### src/rtl/mar_access_unit_if.sv
// Bus between the control store / address adder and the MAR access unit.
// master drives the select, address and handshake inputs; slave is the unit itself.
interface mar_access_unit_if #(
    parameter int ADDR_W = 16,
    parameter int VEC_W  = 8
);
    logic              i_MarMuxControl;
    logic [VEC_W-1:0]  i_IR_Vec;
    logic [ADDR_W-1:0] i_Address;
    logic              i_LdMar;
    logic              i_MemEn;
    logic              i_RW;
    logic              i_MemReady;
    logic [ADDR_W-1:0] o_MarMux;
    logic [ADDR_W-1:0] o_Mar;
    logic              o_MemReq;
    logic              o_MemWe;
    logic              o_R;
    logic              o_Busy;
    logic              o_Timeout;

    modport master (
        output i_MarMuxControl, i_IR_Vec, i_Address, i_LdMar, i_MemEn, i_RW, i_MemReady,
        input  o_MarMux, o_Mar, o_MemReq, o_MemWe, o_R, o_Busy, o_Timeout
    );

    modport slave (
        input  i_MarMuxControl, i_IR_Vec, i_Address, i_LdMar, i_MemEn, i_RW, i_MemReady,
        output o_MarMux, o_Mar, o_MemReq, o_MemWe, o_R, o_Busy, o_Timeout
    );
endinterface

### src/rtl/mar_access_unit.sv
// MARMUX address select, MAR register and memory-access sequencer returning the R bit.
// Optional MAR_TIMEOUT_EN: bounded wait in REQ, falling into ERR with o_Timeout.
module mar_access_unit #(
    parameter int ADDR_W   = 16,
    parameter int VEC_W    = 8,
    parameter int CNT_W    = 4,
    parameter int WAIT_MAX = 15
) (
    input  logic                 i_Clk,
    input  logic                 i_Rst_L,
    mar_access_unit_if.slave     bus
);
    typedef enum logic [1:0] {ST_IDLE, ST_REQ, ST_DONE, ST_ERR} state_t;

    localparam logic [CNT_W-1:0] WAIT_LIM = CNT_W'(WAIT_MAX);

    state_t            state_reg, state_next;
    logic [ADDR_W-1:0] vec_ext;
    logic [ADDR_W-1:0] mar_mux;
    logic [ADDR_W-1:0] mar_reg;
    logic [CNT_W-1:0]  cnt_reg;
    logic              rw_reg;
    logic              mem_req_reg;
    logic              mem_we_reg;
    logic              busy_reg;
    logic              r_reg;
    logic              timeout_reg;

    // Zero-extend the trap vector bit by bit.
    generate
        for (genvar gi = 0; gi < ADDR_W; gi++) begin : g_vec_ext
            if (gi < VEC_W) begin : g_vec_bit
                assign vec_ext[gi] = bus.i_IR_Vec[gi];
            end else begin : g_zero_bit
                assign vec_ext[gi] = 1'b0;
            end
        end
    endgenerate

    assign mar_mux = bus.i_MarMuxControl ? vec_ext : bus.i_Address;

    always_comb begin
        state_next = state_reg;
        case (state_reg)
            ST_IDLE: if (bus.i_MemEn) state_next = ST_REQ;
            ST_REQ: begin
                if (bus.i_MemReady) state_next = ST_DONE;
`ifdef MAR_TIMEOUT_EN
                else if (cnt_reg == WAIT_LIM) state_next = ST_ERR;
`endif
            end
            ST_DONE: state_next = ST_IDLE;
            ST_ERR: begin
`ifdef MAR_TIMEOUT_EN
                if (!bus.i_MemEn) state_next = ST_IDLE;
`else
                state_next = ST_IDLE;
`endif
            end
            default: state_next = ST_IDLE;
        endcase
    end

    // Outputs are registered from the next state so they line up with state_reg.
    always_ff @(posedge i_Clk or negedge i_Rst_L) begin
        if (!i_Rst_L) begin
            state_reg   <= ST_IDLE;
            mar_reg     <= '0;
            cnt_reg     <= '0;
            rw_reg      <= 1'b0;
            mem_req_reg <= 1'b0;
            mem_we_reg  <= 1'b0;
            busy_reg    <= 1'b0;
            r_reg       <= 1'b0;
            timeout_reg <= 1'b0;
        end else begin
            state_reg <= state_next;
            if (bus.i_LdMar && (state_reg == ST_IDLE || state_reg == ST_DONE))
                mar_reg <= mar_mux;
            if (state_reg == ST_IDLE && bus.i_MemEn) begin
                rw_reg  <= bus.i_RW;
                cnt_reg <= '0;
            end else if (state_reg == ST_REQ && !bus.i_MemReady && cnt_reg != WAIT_LIM) begin
                cnt_reg <= cnt_reg + 1'b1;
            end
            mem_req_reg <= (state_next == ST_REQ);
            busy_reg    <= (state_next == ST_REQ);
            mem_we_reg  <= (state_next == ST_REQ) &&
                           ((state_reg == ST_IDLE) ? bus.i_RW : rw_reg);
            r_reg       <= (state_next == ST_DONE);
            timeout_reg <= (state_next == ST_ERR);
        end
    end

    assign bus.o_MarMux  = mar_mux;
    assign bus.o_Mar     = mar_reg;
    assign bus.o_MemReq  = mem_req_reg;
    assign bus.o_MemWe   = mem_we_reg;
    assign bus.o_Busy    = busy_reg;
    assign bus.o_R       = r_reg;
    assign bus.o_Timeout = timeout_reg;
endmodule
### src/flat_wrapper.sv
// flat-port wrapper written by rule: the top's interface ports become plain ports
module mar_access_unit_flat 
#(
    parameter int ADDR_W   = 16,
    parameter int VEC_W    = 8,
    parameter int CNT_W    = 4,
    parameter int WAIT_MAX = 15
)
  (i_Clk, i_Rst_L, bus_i_MarMuxControl, bus_i_IR_Vec, bus_i_Address, bus_i_LdMar, bus_i_MemEn, bus_i_RW, bus_i_MemReady, bus_o_MarMux, bus_o_Mar, bus_o_MemReq, bus_o_MemWe, bus_o_R, bus_o_Busy, bus_o_Timeout);
  mar_access_unit_if #(.ADDR_W(ADDR_W), .VEC_W(VEC_W)) bus_i ();
  input  logic i_Clk;
  input  logic i_Rst_L;
  input wire logic [$bits(bus_i.i_MarMuxControl)-1:0] bus_i_MarMuxControl;
  input wire logic [$bits(bus_i.i_IR_Vec)-1:0] bus_i_IR_Vec;
  input wire logic [$bits(bus_i.i_Address)-1:0] bus_i_Address;
  input wire logic [$bits(bus_i.i_LdMar)-1:0] bus_i_LdMar;
  input wire logic [$bits(bus_i.i_MemEn)-1:0] bus_i_MemEn;
  input wire logic [$bits(bus_i.i_RW)-1:0] bus_i_RW;
  input wire logic [$bits(bus_i.i_MemReady)-1:0] bus_i_MemReady;
  output wire logic [$bits(bus_i.o_MarMux)-1:0] bus_o_MarMux;
  output wire logic [$bits(bus_i.o_Mar)-1:0] bus_o_Mar;
  output wire logic [$bits(bus_i.o_MemReq)-1:0] bus_o_MemReq;
  output wire logic [$bits(bus_i.o_MemWe)-1:0] bus_o_MemWe;
  output wire logic [$bits(bus_i.o_R)-1:0] bus_o_R;
  output wire logic [$bits(bus_i.o_Busy)-1:0] bus_o_Busy;
  output wire logic [$bits(bus_i.o_Timeout)-1:0] bus_o_Timeout;
  assign bus_i.i_MarMuxControl = bus_i_MarMuxControl;
  assign bus_i.i_IR_Vec = bus_i_IR_Vec;
  assign bus_i.i_Address = bus_i_Address;
  assign bus_i.i_LdMar = bus_i_LdMar;
  assign bus_i.i_MemEn = bus_i_MemEn;
  assign bus_i.i_RW = bus_i_RW;
  assign bus_i.i_MemReady = bus_i_MemReady;
  assign bus_o_MarMux = bus_i.o_MarMux;
  assign bus_o_Mar = bus_i.o_Mar;
  assign bus_o_MemReq = bus_i.o_MemReq;
  assign bus_o_MemWe = bus_i.o_MemWe;
  assign bus_o_R = bus_i.o_R;
  assign bus_o_Busy = bus_i.o_Busy;
  assign bus_o_Timeout = bus_i.o_Timeout;
  mar_access_unit #(.ADDR_W(ADDR_W), .VEC_W(VEC_W), .CNT_W(CNT_W), .WAIT_MAX(WAIT_MAX)) u_core (.i_Clk(i_Clk), .i_Rst_L(i_Rst_L), .bus(bus_i));
endmodule
### config.mk
export PLATFORM = sky130hd
export DESIGN_NAME = mar_access_unit_flat
export DESIGN_NICKNAME = d
export VERILOG_FILES = /design/src/rtl/mar_access_unit_if.sv /design/src/rtl/mar_access_unit.sv /design/src/flat_wrapper.sv
export SDC_FILE = /design/constraint.sdc
export NUM_CORES = 1
export LEC_CHECK = 0
export CORE_MARGIN = 5
export CORE_UTILIZATION = 39
export DETAILED_ROUTE_END_ITERATION = 7
export HOLD_SLACK_MARGIN = 0.1
export PLACE_DENSITY = 0.85
export SYNTH_ARGS = -nofsm -noshare
export SYNTH_HDL_FRONTEND = slang
export SYNTH_SLANG_ARGS = --single-unit
### constraint.sdc
create_clock -name i_Clk -period 3.6 [get_ports i_Clk]
set_input_delay 0.9 -clock i_Clk [delete_from_list [all_inputs] [get_ports i_Clk]]
set_output_delay 0.9 -clock i_Clk [all_outputs]
set_load 0.03 [all_outputs]
## After elaboration in Yosys (flattened, before gate mapping)

Index checks and enable logic that the tools add are counted.

| word-level totals | value |
|---|---|
| register bits | 23 |
| RAM bits | 0 |
| memories | 0 |
| bits in latches | 0 |
| bits in read-only memories | 0 |
| logic and storage cells | 24 |

| operators by class | value |
|---|---|
| reduce and logical (&&, ||, !) cells | 6 |
| bitwise gates (word level) | 0 |
| multipliers | 0 |
| equality and inequality tests | 6 |
| div/mod/pow operators | 0 |
| mux-type cells | 5 |
| order comparisons | 0 |
| add/sub/neg operators | 0 |
| shift-type cells | 0 |

Operator list:

| operator | count |
|---|---|
| $mux 16 | 1 |
| $eq 2x2->1 const B | 4 |
| $pmux 2 s3 | 1 |
| $eq 2x1->1 const B | 2 |
| $mux 2 | 2 |
| $logic_and 1x1->1 | 3 |
| $logic_not 2->1 | 1 |
| $reduce_or 2->1 | 1 |
| $logic_or 1x1->1 | 1 |
| $mux 1 | 1 |

## Logic depth before layout (Yosys ltp)

Gate-level depths: netlist (run 1).

| logic depth | value |
|---|---|
| depth in word-level cells | 5 |
| mapped depth | 5 |
| mapped depth without buffers | 2 |

## Least setup slack after synthesis (run 1)

No wires, ideal clock.

| path | value |
|---|---|
| path type | input -> output |
| start point | in bus_i_MarMuxControl |
| end point | out bus_o_MarMux[1] |
| slack | 1,219 ps |
| cell stages on the path | 3 |
| required time | 2,700 ps |
| buffers on the path | 2 |
| arrival time | 1,481 ps |
| path through | buf_6 > buf_8 > mux2_4 |

| on the way | value |
|---|---|
| word-level cells in the longest chain between the ends | 1 |

Ends and longest elaborated chain:

| element | line | RTL |
|---|---|---|
| start: declaration | flat_wrapper.sv:13 | `input wire logic [$bits(bus_i.i_MarMuxControl)-1:0] bus_i_MarMuxControl;` |
| $mux 16 | mar_access_unit.sv:40 | `assign mar_mux = bus.i_MarMuxControl ? vec_ext : bus.i_Address;` |
| end: declaration | flat_wrapper.sv:20 | `output wire logic [$bits(bus_i.o_MarMux)-1:0] bus_o_MarMux;` |

Every way passes these cells.

## Worst setup path in the final report (run 1)

| path | value |
|---|---|
| start point | in bus_i_MarMuxControl |
| end point | out bus_o_MarMux[3] |

The elaborated chain is that of the path after synthesis.

==> results of run 1 <==
-- cell families (layout without fill, tap and decap cells) --
group | Yosys count | count (layout) | synth area share
buf+inv | 6 | 74 | 0.0591
compound gates | 3 | 3 | 0.0185
mux | 25 | 25 | 0.275
simple gates | 15 | 15 | 0.111
other cells | 1 | 1 | 0.00347
flops | 23 | 23 | 0.533
-- where the power goes --
group	switching [uW]	internal, uW
Combinational	329	313
Clock	72.4	41.4
Sequential	63.1	359
-- worst max path at each step --
stage	startpoint	endpoint	slack [ps]	depth (start not counted)
after floorplan	bus_i_MarMuxControl	bus_o_MarMux[1]	1220	3
after global placement	bus_i_MarMuxControl	bus_o_MarMux[6]	200	4
after detailed placement	bus_i_MarMuxControl	bus_o_MarMux[3]	170	4
after CTS	bus_i_MarMuxControl	bus_o_MarMux[3]	160	4
after global routing	bus_i_MarMuxControl	bus_o_MarMux[3]	140	4
final	bus_i_MarMuxControl	bus_o_MarMux[3]	180	4
-- layout make-up --
class | instances | area, um2
multi-input cells | 44 | 440
fillers | 238 | 927
clock buffers | 3 | 22.5
well taps | 31 | 38.8
clock inverters | 1 | 5.00
repair buffers | 70 | 701
flip-flops and latches | 23 | 576
-- cells in the final DEF, fill, tap and decap left out, drive strengths merged --
cell	synthesis	layout
clkinv	0	1
and3b	2	2
a21oi	1	1
nor2b	1	1
buf	6	5
and2b	8	8
conb	1	1
nor3b	1	1
clkdlybuf4s50	0	65
nor2	1	1
clkbuf	0	3
dfrtp	23	23
nand3b	2	2
mux2	25	25
a211oi	2	2
-- routing by layer --
metal / wire, um / GRT usage / share of wire / up-vias
li1: - / - / - / 388
met1: 946 / 0.145 / 0.34 / 381
met2: 1570 / 0.272 / 0.57 / 33
met3: 239 / 0.0683 / 0.087 / 0
met4: 0 / 0 / 0 / 0
met5: 0 / 0 / 0 / -
-- Yosys cell counts --
master	n
dfrtp_1	23
mux2_2	21
and2b_2	8
mux2_4	4
buf_6	3
a211oi_1	2
and3b_1	2
buf_4	2
nand3b_1	2
a21oi_1	1
buf_8	1
conb_1	1
nor2_1	1
nor2b_1	1
nor3b_1	1
-- stage by stage --
step / hold slack [ps] / cells / power (uW)
after floorplan: 468 / 73 / 802
after global placement: 490 / 168 / 1060
after detailed placement: 498 / 168 / 1080
after CTS: 525 / 172 / 1190
after global routing: 547 / 172 / 1240
final: 518 / 172 / 1180
-- critical path: stages --
cell,delay [ps]
clkdlybuf4s50_1,510
buf_12,160
mux2_2,350
clkdlybuf4s50_1,610
==> results.sh, run 1 <==
export IMPL_status="complete, no violations"
export IMPL_p_leak_uw=0.000767
export IMPL_dieArea_um2=3920
export IMPL_cts_setup_buffers=0
export IMPL_setup_ws_ps=183
export IMPL_finalMaxSlewViolations=0
export IMPL_grt_max_degree=24
export IMPL_syn_mean_instance_area_um2=14.8
export IMPL_path_class="input port to output port"
export IMPL_place_ws_ps=167
export IMPL_track_usage=0.141
export IMPL_placed_area_um2=1760
export IMPL_fin_worst_skew_ps=4.18
export IMPL_timing_rr_end="u_core.bus.o_Mar[6]"
export IMPL_hp_class="flip-flop to flip-flop"
export IMPL_yosysSeqAreaShare=0.533
export IMPL_cap_violations=0
export IMPL_ys_ff_latch=23
export IMPL_drcViolationCount=0
export IMPL_grt_pass1_vias=896
export IMPL_final_nets=173
export IMPL_drive_gt1_frac=0.298
export IMPL_holdPathStages=1
export IMPL_r2r_slack_ps=2290
export IMPL_cts_made_buffers=3
export IMPL_insertion_delay_ps=300
export IMPL_dp_hpwl_mm=2.33
export IMPL_endpoint_kind="output port"
export IMPL_tightest_slew_ps=973
export IMPL_required_ps=2700
export IMPL_place_congestion=0.718
export IMPL_wire_per_inst_um=16.0
export IMPL_cts_resized=0
export IMPL_tns_ps=0
export IMPL_dr_pass1_iters=2
export IMPL_rr_worst_depth=3
export IMPL_hold_start="u_core.bus.o_Mar[14]"
export IMPL_r2r_start="u_core.state_reg[0]"
export IMPL_fin_util=0.658
export IMPL_min_to="u_core.bus.o_Mar[14]"
export IMPL_fin_crit_ps=3420
export IMPL_ys_top_cells_by_area="dfrtp_1 (53%), mux2_2 (22%), and2b_2 (6.5%)"
export IMPL_synth_area_um2=1080
export IMPL_rsz0062_at_grt="false"
export IMPL_ys_warn_count=0
export IMPL_clock_path_buffers=2
export IMPL_peakVddDrop_mv=0.456
export IMPL_fmax_ghz=0.293
export IMPL_synthCells=73
export IMPL_wl_mm=2.76
export IMPL_synth_cell_type_count=15
export IMPL_clock_root_buffer="clkbuf_4"
export IMPL_port_buffers=67
export IMPL_area_growth_pct=65.1
export IMPL_initial_core_util=0.398
export IMPL_path_clk_slew_ps=120
export IMPL_synth_top_area_share=0.533
export IMPL_num_rows=19
export IMPL_vias=802
export IMPL_startpoint_type="input port"
export IMPL_cts_tree="built"
export IMPL_setup_viol=0
export IMPL_cts_hold_buf=0
export IMPL_htreeDepth=1
export IMPL_hold_violations=0
export IMPL_die_w_um=62.6
export IMPL_largest_reg_flops=16
export IMPL_min_period_over_period=0.949
export IMPL_grt_pass1_wl_mm=4.53
export IMPL_clkSinkCount=23
export IMPL_via_per_inst=4.66
export IMPL_worstPathArrival_ps=2520
export IMPL_fin_area_um2=1780
export IMPL_core_area_um2=2710
export IMPL_drtIter0Drc=5
export IMPL_die_h_um=62.6
export IMPL_io_pins=68
export IMPL_ant_nets=0
export IMPL_p_per_area_nw_per_um2=660
export IMPL_grt_overflow=0
export IMPL_syn_nets=104
export IMPL_antenna_found_initial=0
export IMPL_relSlewSlack=0.349
export IMPL_yosysTopAreaCell="dfrtp_1"
export IMPL_crit_fanout=16
export IMPL_n_antenna_cell=0
Note: power is estimated with default switching activity, not from simulation.
==> inputs of run 2 (changes only) <==
ABC_AREA = 1   (was not set)
clock period = 3.99 ns   (was 3.6 ns; I/O delays follow)
==> results.sh, run 2 <==
export IMPL_r2r_slack_ps=2910
export IMPL_cts_tree="built"
export IMPL_rsz0062_at_grt="false"
export IMPL_setup_ws_ps=328
export IMPL_synth_top_area_share=0.532
export IMPL_place_ws_ps=311
export IMPL_required_ps=2990
export IMPL_cpMostUsedCell="clkdlybuf4s50_1"
export IMPL_grt_pass1_wl_mm=5.04
export IMPL_use_met3=0.0647
export IMPL_synth_cell_type_count=16
export IMPL_timing_rr_end="u_core.bus.o_Mar[4]"
export IMPL_crit_fanout=10
export IMPL_grt_pass1_vias=1157
export IMPL_ys_warn_count=0
export IMPL_hp_class="flip-flop to flip-flop"
export IMPL_cap_violations=0
export IMPL_relSlewSlack=0.317
export IMPL_synth_area_um2=1080
export IMPL_placed_cells=232
export IMPL_yosysTopAreaCell="dfrtp_1"
export IMPL_tns_ps=0
export IMPL_p_total_uw=855
export IMPL_cts_hold_buf=0
export IMPL_vias=1082
export IMPL_fin_crit_ps=3660
export IMPL_drcViolationCount=0
export IMPL_worstPathArrival_ps=2660
export IMPL_yosysSeqAreaShare=0.532
export IMPL_setup_viol=0
export IMPL_ys_ff_latch=23
export IMPL_initial_core_util=0.399
export IMPL_ys_flop_type="dfrtp_1"
export IMPL_endpoint_kind="output port"
export IMPL_hold_violations=0
export IMPL_place_congestion=0.767
export IMPL_insertion_delay_ps=300
export IMPL_n_antenna_cell=0
export IMPL_final_nets=237
export IMPL_syn_mean_instance_area_um2=7.84
export IMPL_die_h_um=62.7
export IMPL_r2r_start="u_core.state_reg[0]"
export IMPL_startpoint_type="input port"
export IMPL_synthCells=138
export IMPL_hold_start="u_core.bus.o_Mar[7]"
export IMPL_final_cell_mix="nand2_1 (78), clkdlybuf4s50_1 (67), dfrtp_1 (23)"
export IMPL_clkSinkCount=23
export IMPL_via_per_inst=4.58
export IMPL_fin_cells=236
export IMPL_io_pins=68
export IMPL_clock_path_buffers=2
export IMPL_largest_reg_flops=16
export IMPL_track_usage=0.159
export IMPL_grt_overflow=0
export IMPL_peakVddDrop_mv=0.393
export IMPL_cts_resized=0
export IMPL_ys_top_cells_by_area="dfrtp_1 (53%), nand2_1 (27%), nor2_2 (4.6%)"
export IMPL_grt_max_degree=24
export IMPL_cts_setup_buffers=0
export IMPL_synthTopCellsByCount="nand2_1 (78), dfrtp_1 (23), inv_1 (11)"
export IMPL_core_area_um2=2710
export IMPL_drive_gt1_frac=0.0927
export IMPL_fin_worst_skew_ps=5.17
export IMPL_cpPeakStageDelay_ps=690
export IMPL_dieArea_um2=3930
export IMPL_dp_hpwl_mm=2.41
export IMPL_met1_usage=0.160
export IMPL_fin_util=0.655
export IMPL_die_w_um=62.7
export IMPL_cts_made_buffers=3
export IMPL_yosysMostFrequentCell="nand2_1"
export IMPL_p_per_area_nw_per_um2=482
export IMPL_syn_nets=169
export IMPL_htreeDepth=1
export IMPL_min_period_over_period=0.918
export IMPL_path_class="input port to output port"
export IMPL_final_common_cell="nand2_1"
export IMPL_dr_pass1_iters=4
export IMPL_num_rows=19
export IMPL_min_to="u_core.bus.o_Mar[7]"
export IMPL_wire_per_inst_um=12.6
export IMPL_met2_usage=0.293
export IMPL_path_clk_slew_ps=120
export IMPL_ant_nets=0
export IMPL_crit_chain="clkdlybuf4s50_1 -> buf_4 -> nor2_2 -> clkdlybuf4s50_1"
export IMPL_clock_root_buffer="clkbuf_4"
export IMPL_area_growth_pct=63.9
export IMPL_holdPathStages=2
export IMPL_top_usage_layer="met2"
export IMPL_antenna_found_initial=0
export IMPL_slowest_stage="clkdlybuf4s50_1"
export IMPL_rr_worst_depth=5
export IMPL_synth_edf_count=0
export IMPL_p_leak_uw=0.000908
export IMPL_synthArstFlopShare=1.00
export IMPL_fmax_ghz=0.273
export IMPL_drtIter0Drc=43
export IMPL_wl_mm=2.98
export IMPL_finalMaxSlewViolations=0
export IMPL_port_buffers=67
export IMPL_tightest_slew_ps=1020
export IMPL_status="complete, no violations"
==> run 2: cell types whose count changed after synthesis, moves of 4 or more <==
| cell | delta |
|---|---|
| nor2_2 | +8 |
| inv_1 | +11 |
| mux2_4 | -4 |
| mux2_2 | -21 |
| nand2_1 | +78 |
| and2b_2 | -8 |
==> run 2: worst max path at each step <==
stage          depth (start not counted)                start                to
3_5_place_dp                           4  bus_i_MarMuxControl  bus_o_MarMux[13]
3_3_place_gp                           4  bus_i_MarMuxControl   bus_o_MarMux[8]
5_1_grt                                4  bus_i_MarMuxControl  bus_o_MarMux[11]
6_report                               4  bus_i_MarMuxControl  bus_o_MarMux[13]
2_1_floorplan                          3  bus_i_MarMuxControl  bus_o_MarMux[10]
4_1_cts                                4  bus_i_MarMuxControl  bus_o_MarMux[13]
==> run 2: area by class of cell <==
type	instances	area, um2
fill	239	936
timing repair buffer	68	678
sequential	23	576
multi-input combinational	96	399
inverter	14	55.1
tap	31	38.8
clock buffer	3	22.5
clock inverter	1	5.00
==> run 2: metrics by stage <==
step	instance area [um2]	hold slack [ps]
2_1_floorplan	1080	436
3_3_place_gp	1750	449
3_5_place_dp	1750	464
4_1_cts	1770	497
5_1_grt	1770	519
6_report	1770	497
==> run 2: cell families after synthesis <==
group	after synthesis	synth area share
simple gates	94	0.361
flops	23	0.532
buf+inv	19	0.0994
compound gates	1	0.00462
other cells	1	0.00346
==> run 2: power by group <==
part	leakage, uW	internal (uW)	switching (uW)	total [uW]
Clock	0.0000177	37.4	68.3	106
Sequential	0.000293	294	35.6	329
Combinational	0.000598	172	248	420
Total	0.000908	503	352	855
==> run 2: critical path: cells and delay by family <==
kind	cells	cell delay, ps
buffers and inverters	3	1530
and+or+nand+nor	1	140
==> run 2: per-layer routing <==
metal,routed length [um],vias to the layer above
met2,1520,45
li1,-,540
met5,0,-
met1,1120,495
met3,316,2
met4,14,0
